==> src/rtl/weight_mem_loader_pkg.sv <==
// Shared widths, FSM state type and address helper for the weight SRAM loader.
package weight_mem_loader_pkg;

    localparam int ADDR_W = 14;
    localparam int DATA_W = 16;

    typedef enum logic [1:0] {
        LD_IDLE = 2'd0,
        LD_LOAD = 2'd1,
        LD_DONE = 2'd2
    } ld_state_e;

    // Write address for a beat; wraps modulo 2^ADDR_W by construction.
    function automatic logic [ADDR_W-1:0] wr_address(
        input logic [ADDR_W-1:0] base,
        input logic [ADDR_W-1:0] offset
    );
        return base + offset;
    endfunction

endpackage

==> src/rtl/weight_mem_loader_if.sv <==
// Configuration, weight stream and SRAM write-port bundle of the loader.
interface weight_mem_loader_if;
    import weight_mem_loader_pkg::*;

    logic              cfg_start;
    logic [ADDR_W-1:0] cfg_base;
    logic [ADDR_W-1:0] cfg_len;
    logic              in_valid;
    logic              in_ready;
    logic [DATA_W-1:0] in_data;
    logic              comp_en;
    logic              busy;
    logic              done;
    logic              wr_cen;
    logic              wr_wen;
    logic [ADDR_W-1:0] wr_addr;
    logic [DATA_W-1:0] wr_wdata;

    // Controller / stream source / SRAM side.
    modport master (
        output cfg_start, cfg_base, cfg_len, in_valid, in_data, comp_en,
        input  in_ready, busy, done, wr_cen, wr_wen, wr_addr, wr_wdata
    );

    // The loader itself.
    modport slave (
        input  cfg_start, cfg_base, cfg_len, in_valid, in_data, comp_en,
        output in_ready, busy, done, wr_cen, wr_wen, wr_addr, wr_wdata
    );

endinterface

==> src/rtl/weight_mem_loader.sv <==
// Writes a valid/ready stream of weight words into a PE weight SRAM starting at
// a configured base address; compute-side reads (comp_en) always win the port.
//
//   state   | meaning
//   --------+--------------------------------------------------------
//   LD_IDLE | waiting for cfg_start; captures base/len on start
//   LD_LOAD | accepting beats, one SRAM write per accepted beat
//   LD_DONE | single-cycle completion pulse, then back to idle
module weight_mem_loader
    import weight_mem_loader_pkg::*;
(
    input  logic                 clk,
    input  logic                 rst_n,
    weight_mem_loader_if.slave   bus
);

    ld_state_e         state_q;
    ld_state_e         state_d;
    logic [ADDR_W-1:0] base_q;
    logic [ADDR_W-1:0] len_q;
    logic [ADDR_W-1:0] cnt_q;
    logic              start;
    logic              accept;
    logic              last_beat;

    assign start     = (state_q == LD_IDLE) && bus.cfg_start;
    assign accept    = bus.in_valid && bus.in_ready;
    assign last_beat = (cnt_q == len_q - ADDR_W'(1));

    // State register.
    always_ff @(posedge clk or negedge rst_n) begin
        if (!rst_n) begin
            state_q <= LD_IDLE;
        end else begin
            state_q <= state_d;
        end
    end

    // Next-state logic; a zero-length start goes straight to completion.
    always_comb begin
        state_d = state_q;
        case (state_q)
            LD_IDLE: begin
                if (bus.cfg_start) begin
                    state_d = (bus.cfg_len != '0) ? LD_LOAD : LD_DONE;
                end
            end
            LD_LOAD: begin
                if (accept && last_beat) begin
                    state_d = LD_DONE;
                end
            end
            LD_DONE: state_d = LD_IDLE;
            default: state_d = LD_IDLE;
        endcase
    end

    // Load parameters and beat counter; the counter only moves on accepted beats.
    always_ff @(posedge clk or negedge rst_n) begin
        if (!rst_n) begin
            base_q <= '0;
            len_q  <= '0;
            cnt_q  <= '0;
        end else if (start) begin
            base_q <= bus.cfg_base;
            len_q  <= bus.cfg_len;
            cnt_q  <= '0;
        end else if (accept) begin
            cnt_q  <= cnt_q + ADDR_W'(1);
        end
    end

    // in_ready drops whenever compute reads, so the write port never contends.
    assign bus.in_ready = (state_q == LD_LOAD) && !bus.comp_en;
    assign bus.busy     = (state_q == LD_LOAD);
    assign bus.done     = (state_q == LD_DONE);

    // Zero-latency write strobes; address/data are parked at zero when idle.
    assign bus.wr_cen   = !accept;
    assign bus.wr_wen   = !accept;
    assign bus.wr_addr  = accept ? wr_address(base_q, cnt_q) : '0;
    assign bus.wr_wdata = accept ? bus.in_data : '0;

endmodule
==> src/flat_wrapper.sv <==
// flat-port wrapper written by rule: the top's interface ports become plain ports
module weight_mem_loader_flat import weight_mem_loader_pkg::*;
  (clk, rst_n, bus_cfg_start, bus_cfg_base, bus_cfg_len, bus_in_valid, bus_in_data, bus_comp_en, bus_in_ready, bus_busy, bus_done, bus_wr_cen, bus_wr_wen, bus_wr_addr, bus_wr_wdata);
  weight_mem_loader_if bus_i ();
  input  logic clk;
  input  logic rst_n;
  input wire logic [$bits(bus_i.cfg_start)-1:0] bus_cfg_start;
  input wire logic [$bits(bus_i.cfg_base)-1:0] bus_cfg_base;
  input wire logic [$bits(bus_i.cfg_len)-1:0] bus_cfg_len;
  input wire logic [$bits(bus_i.in_valid)-1:0] bus_in_valid;
  input wire logic [$bits(bus_i.in_data)-1:0] bus_in_data;
  input wire logic [$bits(bus_i.comp_en)-1:0] bus_comp_en;
  output wire logic [$bits(bus_i.in_ready)-1:0] bus_in_ready;
  output wire logic [$bits(bus_i.busy)-1:0] bus_busy;
  output wire logic [$bits(bus_i.done)-1:0] bus_done;
  output wire logic [$bits(bus_i.wr_cen)-1:0] bus_wr_cen;
  output wire logic [$bits(bus_i.wr_wen)-1:0] bus_wr_wen;
  output wire logic [$bits(bus_i.wr_addr)-1:0] bus_wr_addr;
  output wire logic [$bits(bus_i.wr_wdata)-1:0] bus_wr_wdata;
  assign bus_i.cfg_start = bus_cfg_start;
  assign bus_i.cfg_base = bus_cfg_base;
  assign bus_i.cfg_len = bus_cfg_len;
  assign bus_i.in_valid = bus_in_valid;
  assign bus_i.in_data = bus_in_data;
  assign bus_i.comp_en = bus_comp_en;
  assign bus_in_ready = bus_i.in_ready;
  assign bus_busy = bus_i.busy;
  assign bus_done = bus_i.done;
  assign bus_wr_cen = bus_i.wr_cen;
  assign bus_wr_wen = bus_i.wr_wen;
  assign bus_wr_addr = bus_i.wr_addr;
  assign bus_wr_wdata = bus_i.wr_wdata;
  weight_mem_loader u_core (.clk(clk), .rst_n(rst_n), .bus(bus_i));
endmodule
==> config.mk <==
export PLATFORM = sky130hd
export DESIGN_NAME = weight_mem_loader_flat
export DESIGN_NICKNAME = d
export VERILOG_FILES = /design/src/rtl/weight_mem_loader_pkg.sv /design/src/rtl/weight_mem_loader_if.sv /design/src/rtl/weight_mem_loader.sv /design/src/flat_wrapper.sv
export SDC_FILE = /design/constraint.sdc
export NUM_CORES = 1
export LEC_CHECK = 0
export ABC_AREA = 1
export BUFFER_PORTS_ARGS = -buffer_cell sky130_fd_sc_hd__buf_2
export CAP_MARGIN = 10
export CORE_MARGIN = 10
export CORE_UTILIZATION = 45
export CTS_BUF_LIST = sky130_fd_sc_hd__clkbuf_8
export DETAILED_ROUTE_END_ITERATION = 6
export GPL_ROUTABILITY_DRIVEN = 0
export PLACE_DENSITY = 0.72
export SLEW_MARGIN = 20
export SYNTH_ARGS = -nofsm -noshare
export SYNTH_HDL_FRONTEND = slang
export SYNTH_SLANG_ARGS = --single-unit
export TNS_END_PERCENT = 20
==> constraint.sdc <==
create_clock -name clk -period 1.98 [get_ports clk]
set_clock_uncertainty 0.1 [all_clocks]
set_input_delay 0.198 -clock clk [delete_from_list [all_inputs] [get_ports clk]]
set_output_delay 0.198 -clock clk [all_outputs]
set_load 0.01 [all_outputs]
======== Word level (Yosys, flattened, before mapping) ========
Index checks and enable logic that the tools add are counted.
cells by class
  add/subtract/negate cells ............... 3
  multipliers ............................. 0
  div/mod/pow operators ................... 0
  magnitude comparators ................... 0
  eq/ne operators ......................... 5
  shift operators ......................... 0
  muxes and demuxes ....................... 8
  bitwise logic cells ..................... 0
  reductions and logical operators ........ 10
operators by type and width
  cell                   number
  $mux 14                3
  $mux 16                1
  $add 14x1->14 const B  1
  $add 14x14->14         1
  $eq 14x14->1           1
  $reduce_bool 14->1     1
  $sub 14x1->14 const B  1
  $mux 2                 3
  $logic_and 1x1->1      4
  $pmux 2 s2             1
  $eq 2x1->1 const B     1
  $eq 2x2->1 const B     1
  $logic_not 1->1        2
  $logic_not 2->1        1
  $ne 2x1->1 const B     1
  $ne 2x2->1 const B     1
  $reduce_and 2->1       1
  $reduce_bool 2->1      1
storage, ports and cells
  bits in registers ....................... 44
  latch bits .............................. 0
  bits in writable memories ............... 0
  ROM bits ................................ 0
  bits of input ports ..................... 49
  output and inout port bits .............. 35
  word-level logic and storage cells ...... 30
  memories ................................ 0

======== Longest topological paths before layout ========
Gate-level depths: netlist (run 1).
  depth after elaboration ................. 6
  depth in mapped cells ................... 14
  mapped depth without buffers ............ 14

======== Least setup slack after synthesis (run 1) ========
OpenSTA, ideal clock, no wires.
  path kind ............................... register -> output
  start ................................... register u_core.cnt_q[0]
  end ..................................... output port bus_wr_addr[6]
  arrival ................................. 1.909 ns
  data required time ...................... 1.682 ns
  slack ................................... -0.227 ns
  cell stages (with the launch flop) ...... 13
  buffers on the path ..................... 0
  cells stage by stage .................... dfrtp_1 -> ha_1 -> fa_1 -> nand2_1 -> inv_1 -> o21ai_0 -> and2_1 -> nor2_1 -> o21ai_0 -> nand2_1 -> nand2_1 -> nand2_1 -> nor2_1
on the way
  cells in the longest elaborated chain, start to end .. 2
RTL lines
  element                 line                         text
  start, declared         weight_mem_loader.sv:21      logic [ADDR_W-1:0] cnt_q;
  start signal, assigned  weight_mem_loader.sv:69      cnt_q <= cnt_q + ADDR_W'(1);
  $add 14x14->14          weight_mem_loader_pkg.sv:18  return base + offset;
  $mux 14                 weight_mem_loader.sv:81      assign bus.wr_addr = accept ? wr_address(base_q, cnt_q) : '0;
  end, declared           flat_wrapper.sv:18           output wire logic [$bits(bus_i.wr_addr)-1:0] bus_wr_addr;
Every way passes these cells.

======== Worst setup path in the final report (run 1) ========
  start ................................... register u_core.base_q[0]
  end ..................................... output port bus_wr_addr[6]
on the way
  cells in the longest elaborated chain, start to end .. 2
RTL lines
  element                 line                         text
  start, declared         weight_mem_loader.sv:19      logic [ADDR_W-1:0] base_q;
  start signal, assigned  weight_mem_loader.sv:65      base_q <= bus.cfg_base;
  $add 14x14->14          weight_mem_loader_pkg.sv:18
  $mux 14                 weight_mem_loader.sv:81
Every way passes these cells.

==> summary.md, run 1 <==
| Metric | Value |
|---|---|
| P_leak | `2.43 nW` |
| Via Count | `around 3500` |
| Antenna Cells | `0` |
| Total GRT Usage | `15.7%` |
| Post-DP HPWL | `approximately 7200 um` |
| Final setup vio count | `12` |
| Share of layout cells above drive strength 1 | `25.2%` |
| Fill cells | `685` |
| Fin crit share | `129%` |
| Count of flip-flops with a built-in enable after synthesis | `0` |
| Worst slew pin tran | `529 ps` |
| Longest Clk Path Bufs | `2` |
| Ports | `84` |
| VDD IR max | `0.483 mV` |
| Clk network pwr share | `approximately an eighth` |
| Fin worst setup slack | `-567 ps` |
| Core ar. | `0.00691 mm^2` |
| Yosys warning count | `0` |
| Clk_lat worst skew | `300 ps` |
| Syn Std Cell Area | `0.00326 mm^2` |
| Gate Count Post-Synth | `491` |
| Count leader, synth | `nand2_1` |
| Util after Layout | `62.0%` |
| Final layout net count | `approximately 680` |
| Number of synthesized register bits | `44` |
| Setup tns final | `-4310 ps` |
| Sw Pwr | `2.06 mW` |
| Routed Antenna Nets | `0` |
| # rows | `30` |
| Post-synthesis sequential area ratio | `33.8%` |
| Dominant cells by area after synthesis | `dfrtp_1, nand2_1, inv_1, nor2_1, ha_1` |
| Crit path DAT | `2250 ps` |
| Reg clk slew, reported paths | `roughly 80 ps` |
| Critical path class | `reg2out` |
| Fin crit period | `between 2000 and 3000 ps` |
| Syn Nets | `556` |
| Top fanout value on the critical path | `3` |
| Total CTS buffers | `5` |
| Vias in the first global route | `between 3000 and 4000` |
| CP endpoint kind | `output port` |
| Hold_ws | `1.10 ps` |
| Root Buffer | `clkbuf_8` |
| Cell-internal power | `2.52 mW` |
| Fmax | `393 MHz` |
| Reg area | `0.00110 mm^2` |
| Sw Ratio | `45.0%` |
| Prevailing post-synth register cell | `dfrtp_1` |
| Synth cell types | `36` |
| Post-synth top area cell | `dfrtp_1` |
| Htree depth | `2` |
| Flop pwr share | `32.4%` |
| Die Ht | `105 um` |
| Power per cell area | `1070 mW/mm^2` |
| Starting DRT DRC Count | `approximately 140` |
| Remaining global-route overflow | `0` |
| Ys async rst share | `100%` |
| Failing checks | `negative setup slack` |
| Worst setup SP type | `flop` |
| Die area | `0.0110 mm^2` |
| Final Slew Violations | `0` |
| Synth-to-Final Area Change | `31.5%` |
| Post-DP Area | `0.00403 mm^2` |
| Initial Utilization | `47.1%` |
| Pre-CTS worst setup slack | `-293 ps` |
| Vias per cell | `4.88` |
| Final instance area | `roughly 0.0043 mm^2` |
| Final hold vios | `0` |
| Most frequent cells after synthesis | `nand2_1, inv_1, nor2_1` |
| Mean post-synth cell area | `6.63 um^2` |
| CTS tree | `yes` |
| Chip width | `105 um` |
| Yosys top cell area share | `between 30 and 40%` |
| CTS Sinks | `44` |
| First-pass GRT wire length | `14900 um` |
| Comb pwr share | `54.8%` |
| Drt wl/cell | `12.6 um` |
| Slew Limit Headroom | `between 60 and 70%` |
| # Max-Cap Violations | `0` |
| Hold Crit Class | `in2reg` |
| Antenna violations before repair | `0` |
| Multi-input gate area | `0.00192 mm^2` |
| Residual DRC | `0` |
| DRT Wirelength | `approximately 9000 um` |
| Worst EP required | `between 1500 and 2000 ps` |
| IO Port Bufs | `83` |
| RSZ-0062 raised after global routing | `yes` |
| Largest net degree at the start of global routing | `30` |
| TritonRoute pass-1 iters | `4` |
| Outcome | `finished with violations` |
[state kept, by name (all words and copies together), names as in the netlist]
signal,cells
u_core.base_q,14
u_core.cnt_q,14
u_core.len_q,14
u_core.state_q,2
[layout by cell type (no fill, tap or decap), drive strengths merged, types with 5 or more instances in the layout]
| master | instances |
|---|---|
| nand2 | 155 |
| buf | 122 |
| inv | 72 |
| nor2 | 66 |
| dfrtp | 44 |
| o21ai | 28 |
| nand3 | 24 |
| a21oi | 21 |
| ha | 15 |
| nor3 | 15 |
| dlygate4sd3 | 8 |
| nand4 | 7 |
| xnor2 | 6 |
| clkbuf | 6 |
| xor2 | 5 |
[per-layer routing]
metal	wire, um	GRT usage [%]	vias to the layer above
met4	62	3.24	0
met5	0	0	-
met2	4520	28.0	77
met1	3950	18.8	1589
met3	468	3.56	7
li1	-	-	1814
[metrics by stage]
step	total power [mW]	instances
after global routing	5.05	714
after detailed placement	3.91	696
final	4.58	714
after floorplan	3.08	491
after CTS	4.53	712
after global placement	3.83	696
[critical path, stage by stage, from the launching register on]
cell     delay [ps]
dfrtp_1         400
ha_2            200
fa_2            350
nand2_2          70
inv_2            30
o21ai_1         110
and2_4          180
nor2_1           50
o21ai_1         130
nand2_1          90
nand2_1          60
nand2_1          50
nor2_2          100
buf_2           130
[cell families (layout without fill, tap and decap cells)]
group	Yosys count	in the layout	share of synthesized area, %
compound gates	61	61	10.2
xor+xnor	11	11	2.96
fa+ha+maj	16	16	6.38
buf+inv	82	209	9.61
flops	44	44	33.8
simple gates	277	277	37.0
[power groups by stage]
stage / combinational, mW / sequential (mW) / clock (mW)
finish: 2.51 / 1.48 / 0.585
global route: 2.88 / 1.53 / 0.635
global placement: 2.35 / 1.47 / 0
detailed placement: 2.41 / 1.49 / 0
floorplan: 1.63 / 1.45 / 0
CTS: 2.45 / 1.48 / 0.597
[worst paths after layout]
check	start	to	slack, ps	cells past startpoint
max reg2reg	u_core.cnt_q[0]	u_core.cnt_q[10]	120	11
min	bus_cfg_base[0]	u_core.base_q[0]	1	3
max in group asynchronous	rst_n	u_core.base_q[10]	1050	3
min in group asynchronous	rst_n	u_core.base_q[0]	190	2
max	u_core.base_q[0]	bus_wr_addr[6]	-570	13
min reg2reg	u_core.base_q[7]	u_core.base_q[7]	380	2
[repair_timing]
action,in CTS,in global routing
endpoints found under the setup margin,13,22
endpoints found under the hold margin,31,0
pin swaps,6,9
buffers inserted,0,2
hold buffers,8,0
resized for setup,7,10
cloned,0,0
[area by class of cell]
class                           instances  area share (%)
Timing Repair Buffer                  130            18.4
Sequential cell                        44            25.7
Clock inverter                          2           0.175
Multi-Input combinational cell        365            44.7
Clock buffer                            6            1.93
Inverter                               71            6.22
Tap cell                               96            2.81
No activity file was read; power rests on OpenSTA's default activity.
==> inputs of run 2 (changes only) <==
--- a/config.mk
+++ b/config.mk
@@ -6,6 +6,7 @@
 export NUM_CORES = 1
 export LEC_CHECK = 0
 export ABC_AREA = 1
+export ABC_CLOCK_PERIOD_IN_PS = 2650
 export BUFFER_PORTS_ARGS = -buffer_cell sky130_fd_sc_hd__buf_2
 export CAP_MARGIN = 10
 export CORE_MARGIN = 10
@@ -13,7 +14,7 @@
 export CTS_BUF_LIST = sky130_fd_sc_hd__clkbuf_8
 export DETAILED_ROUTE_END_ITERATION = 6
 export GPL_ROUTABILITY_DRIVEN = 0
-export PLACE_DENSITY = 0.72
+export PLACE_DENSITY = 0.7
 export SLEW_MARGIN = 20
 export SYNTH_ARGS = -nofsm -noshare
 export SYNTH_HDL_FRONTEND = slang
==> constraint.sdc (replaced) <==
create_clock -name clk -period 2.65 [get_ports clk]
set_clock_uncertainty 0.1 [all_clocks]
set_input_delay 0.265 -clock clk [delete_from_list [all_inputs] [get_ports clk]]
set_output_delay 0.265 -clock clk [all_outputs]
set_load 0.01 [all_outputs]
==> summary.md, run 2 (synthesis results as in run 1) <==
| Metric | Value |
|---|---|
| Clk network pwr share | `13.6%` |
| Die Ht | `105 um` |
| Clk_lat worst skew | `300 ps` |
| Share of layout cells above drive strength 1 | `20.9%` |
| Root Buffer | `clkbuf_8` |
| Total GRT Usage | `15.6%` |
| Slew Limit Headroom | `~32%` |
| Power per cell area | `between 800 and 900 mW/mm^2` |
| Longest Clk Path Bufs | `2` |
| Final setup vio count | `0` |
| Synth-to-Final Area Change | `21.0%` |
| Post-DP Area | `about 0.0038 mm^2` |
| Final layout net count | `642` |
| Worst setup SP type | `flop` |
| Starting DRT DRC Count | `129` |
| Crit path DAT | `2190 ps` |
| Most frequent cells in the layout | `nand2_1, buf_2, inv_1` |
| Final Slew Violations | `0` |
| Multi-input gate area | `0.00189 mm^2` |
| CP endpoint kind | `output port` |
| Hold Crit Class | `in2async` |
| Worst slew pin tran | `between 1000 and 1500 ps` |
| Reg clk slew, reported paths | `80 ps` |
| Reg area | `0.00110 mm^2` |
| Pre-CTS worst setup slack | `about 130 ps` |
| Critical path class | `reg2out` |
| First-pass GRT wire length | `14700 um` |
| R2r startpoint | `u_core.len_q[0]` |
| Sw Ratio | `46.1%` |
| R2R Path End | `u_core.state_q[0]` |
| Flop pwr share | `34.7%` |
| Antenna Cells | `0` |
| Cell-internal power | `1.75 mW` |
| Core ar. | `between 0.006 and 0.007 mm^2` |
| Outcome | `complete, no violations` |
| CTS tree | `yes` |
| Htree depth | `2` |
| Residual DRC | `0` |
| Via Count | `3306` |
| Ports | `84` |
| RSZ-0062 raised after global routing | `yes` |
| Post-DP HPWL | `6980 um` |
| Worst EP required | `2290 ps` |
| # Max-Cap Violations | `0` |
| Remaining global-route overflow | `0` |
| VDD IR max | `0.333 mV` |
| P_leak | `2.22 nW` |
| Chip width | `~110 um` |
| Cts hold-fix bufs | `0` |
| Final instance area | `approximately 0.0039 mm^2` |
| Hold_ws | `25.1 ps` |
| Routed Antenna Nets | `0` |
| CTS Sinks | `44` |
| Most common cell after layout, fill and taps aside | `nand2_1` |
| Largest registers | `u_core.base_q x14, u_core.cnt_q x14, u_core.len_q x14` |
| Fin crit period | `approximately 2600 ps` |
| Final hold vios | `0` |
| Vias per cell | `approximately 4.9` |
| IO Port Bufs | `83` |
| Fin crit share | `96.4%` |
| Total CTS buffers | `5` |
| Comb pwr share | `51.7%` |
| Top fanout value on the critical path | `4` |
| Die area | `0.0110 mm^2` |
| Fin worst setup slack | `~95 ps` |
| Largest net degree at the start of global routing | `45` |
| Placed insts | `663` |
| Util after Layout | `approximately 57%` |
| Post-Layout Cell Count | `674` |
| Setup tns final | `0 ps` |
| Total chip power | `3.25 mW` |
| R2R setup slack | `610 ps` |
| DRT Wirelength | `8830 um` |
| R2r worst-path depth | `11` |
| Fmax | `391 MHz` |
| Antenna violations before repair | `0` |
| # rows | `30` |
| Sw Pwr | `1.50 mW` |
| TritonRoute pass-1 iters | `5` |
| Vias in the first global route | `3162` |
| Drt wl/cell | `approximately 13 um` |
| Fill cells | `between 700 and 800` |
| Initial Utilization | `47.1%` |
[run 2: critical path, cell delays in order (launching register included)]
cell and delay (ps):
dfrtp_1 390, ha_2 210, fa_2 340, nand2_1 70, inv_1 50, o21ai_2 110
and2_4 180, nor2_1 40, o21ai_1 110, nand2_1 80, nand2_1 60, nand2_1 40
nor2_1 80, buf_2 130
[run 2: worst max path at each step]
stage | cells past startpoint | slack, ps | start | endpoint
finish | 13 | 100 | u_core.base_q[0] | bus_wr_addr[6]
global route | 9 | -2 | u_core.cnt_q[7] | bus_wr_addr[13]
CTS | 13 | 20 | u_core.cnt_q[0] | bus_wr_addr[6]
detailed placement | 12 | 130 | u_core.cnt_q[0] | bus_wr_addr[12]
global placement | 12 | 190 | u_core.cnt_q[0] | bus_wr_addr[12]
floorplan | 12 | 380 | u_core.cnt_q[0] | bus_wr_addr[6]
[run 2: metal layers]
layer	vias to the layer above	part of all wire, %	track usage [%]
met5	-	0	0
met4	0	1.0	3.53
met3	9	3.8	2.58
met2	73	47	26.7
met1	1500	48	19.9
li1	1724	-	-
[run 2: cell type report]
class,instances,area share (%)
Inverter,71,6.77
Clock buffer,6,2.10
Clock inverter,2,0.254
Multi-Input combinational cell,365,47.9
Tap cell,96,3.05
Sequential cell,44,28.0
Timing Repair Buffer,90,11.9
[run 2: timing repair]
item / in CTS / in global routing
gates cloned: 0 / 0
buffers inserted: 1 / 2
pin swaps: 1 / 3
endpoints found under the setup margin: 4 / 5
gates resized for setup: 4 / 13
[run 2: power groups by stage]
stage	registers, mW	logic, mW	clock network, mW
after floorplan	1.08	1.21	0
after global placement	1.13	1.57	0
after detailed placement	1.14	1.61	0
after CTS	1.12	1.64	0.447
after global routing	1.16	1.95	0.481
final	1.13	1.68	0.442
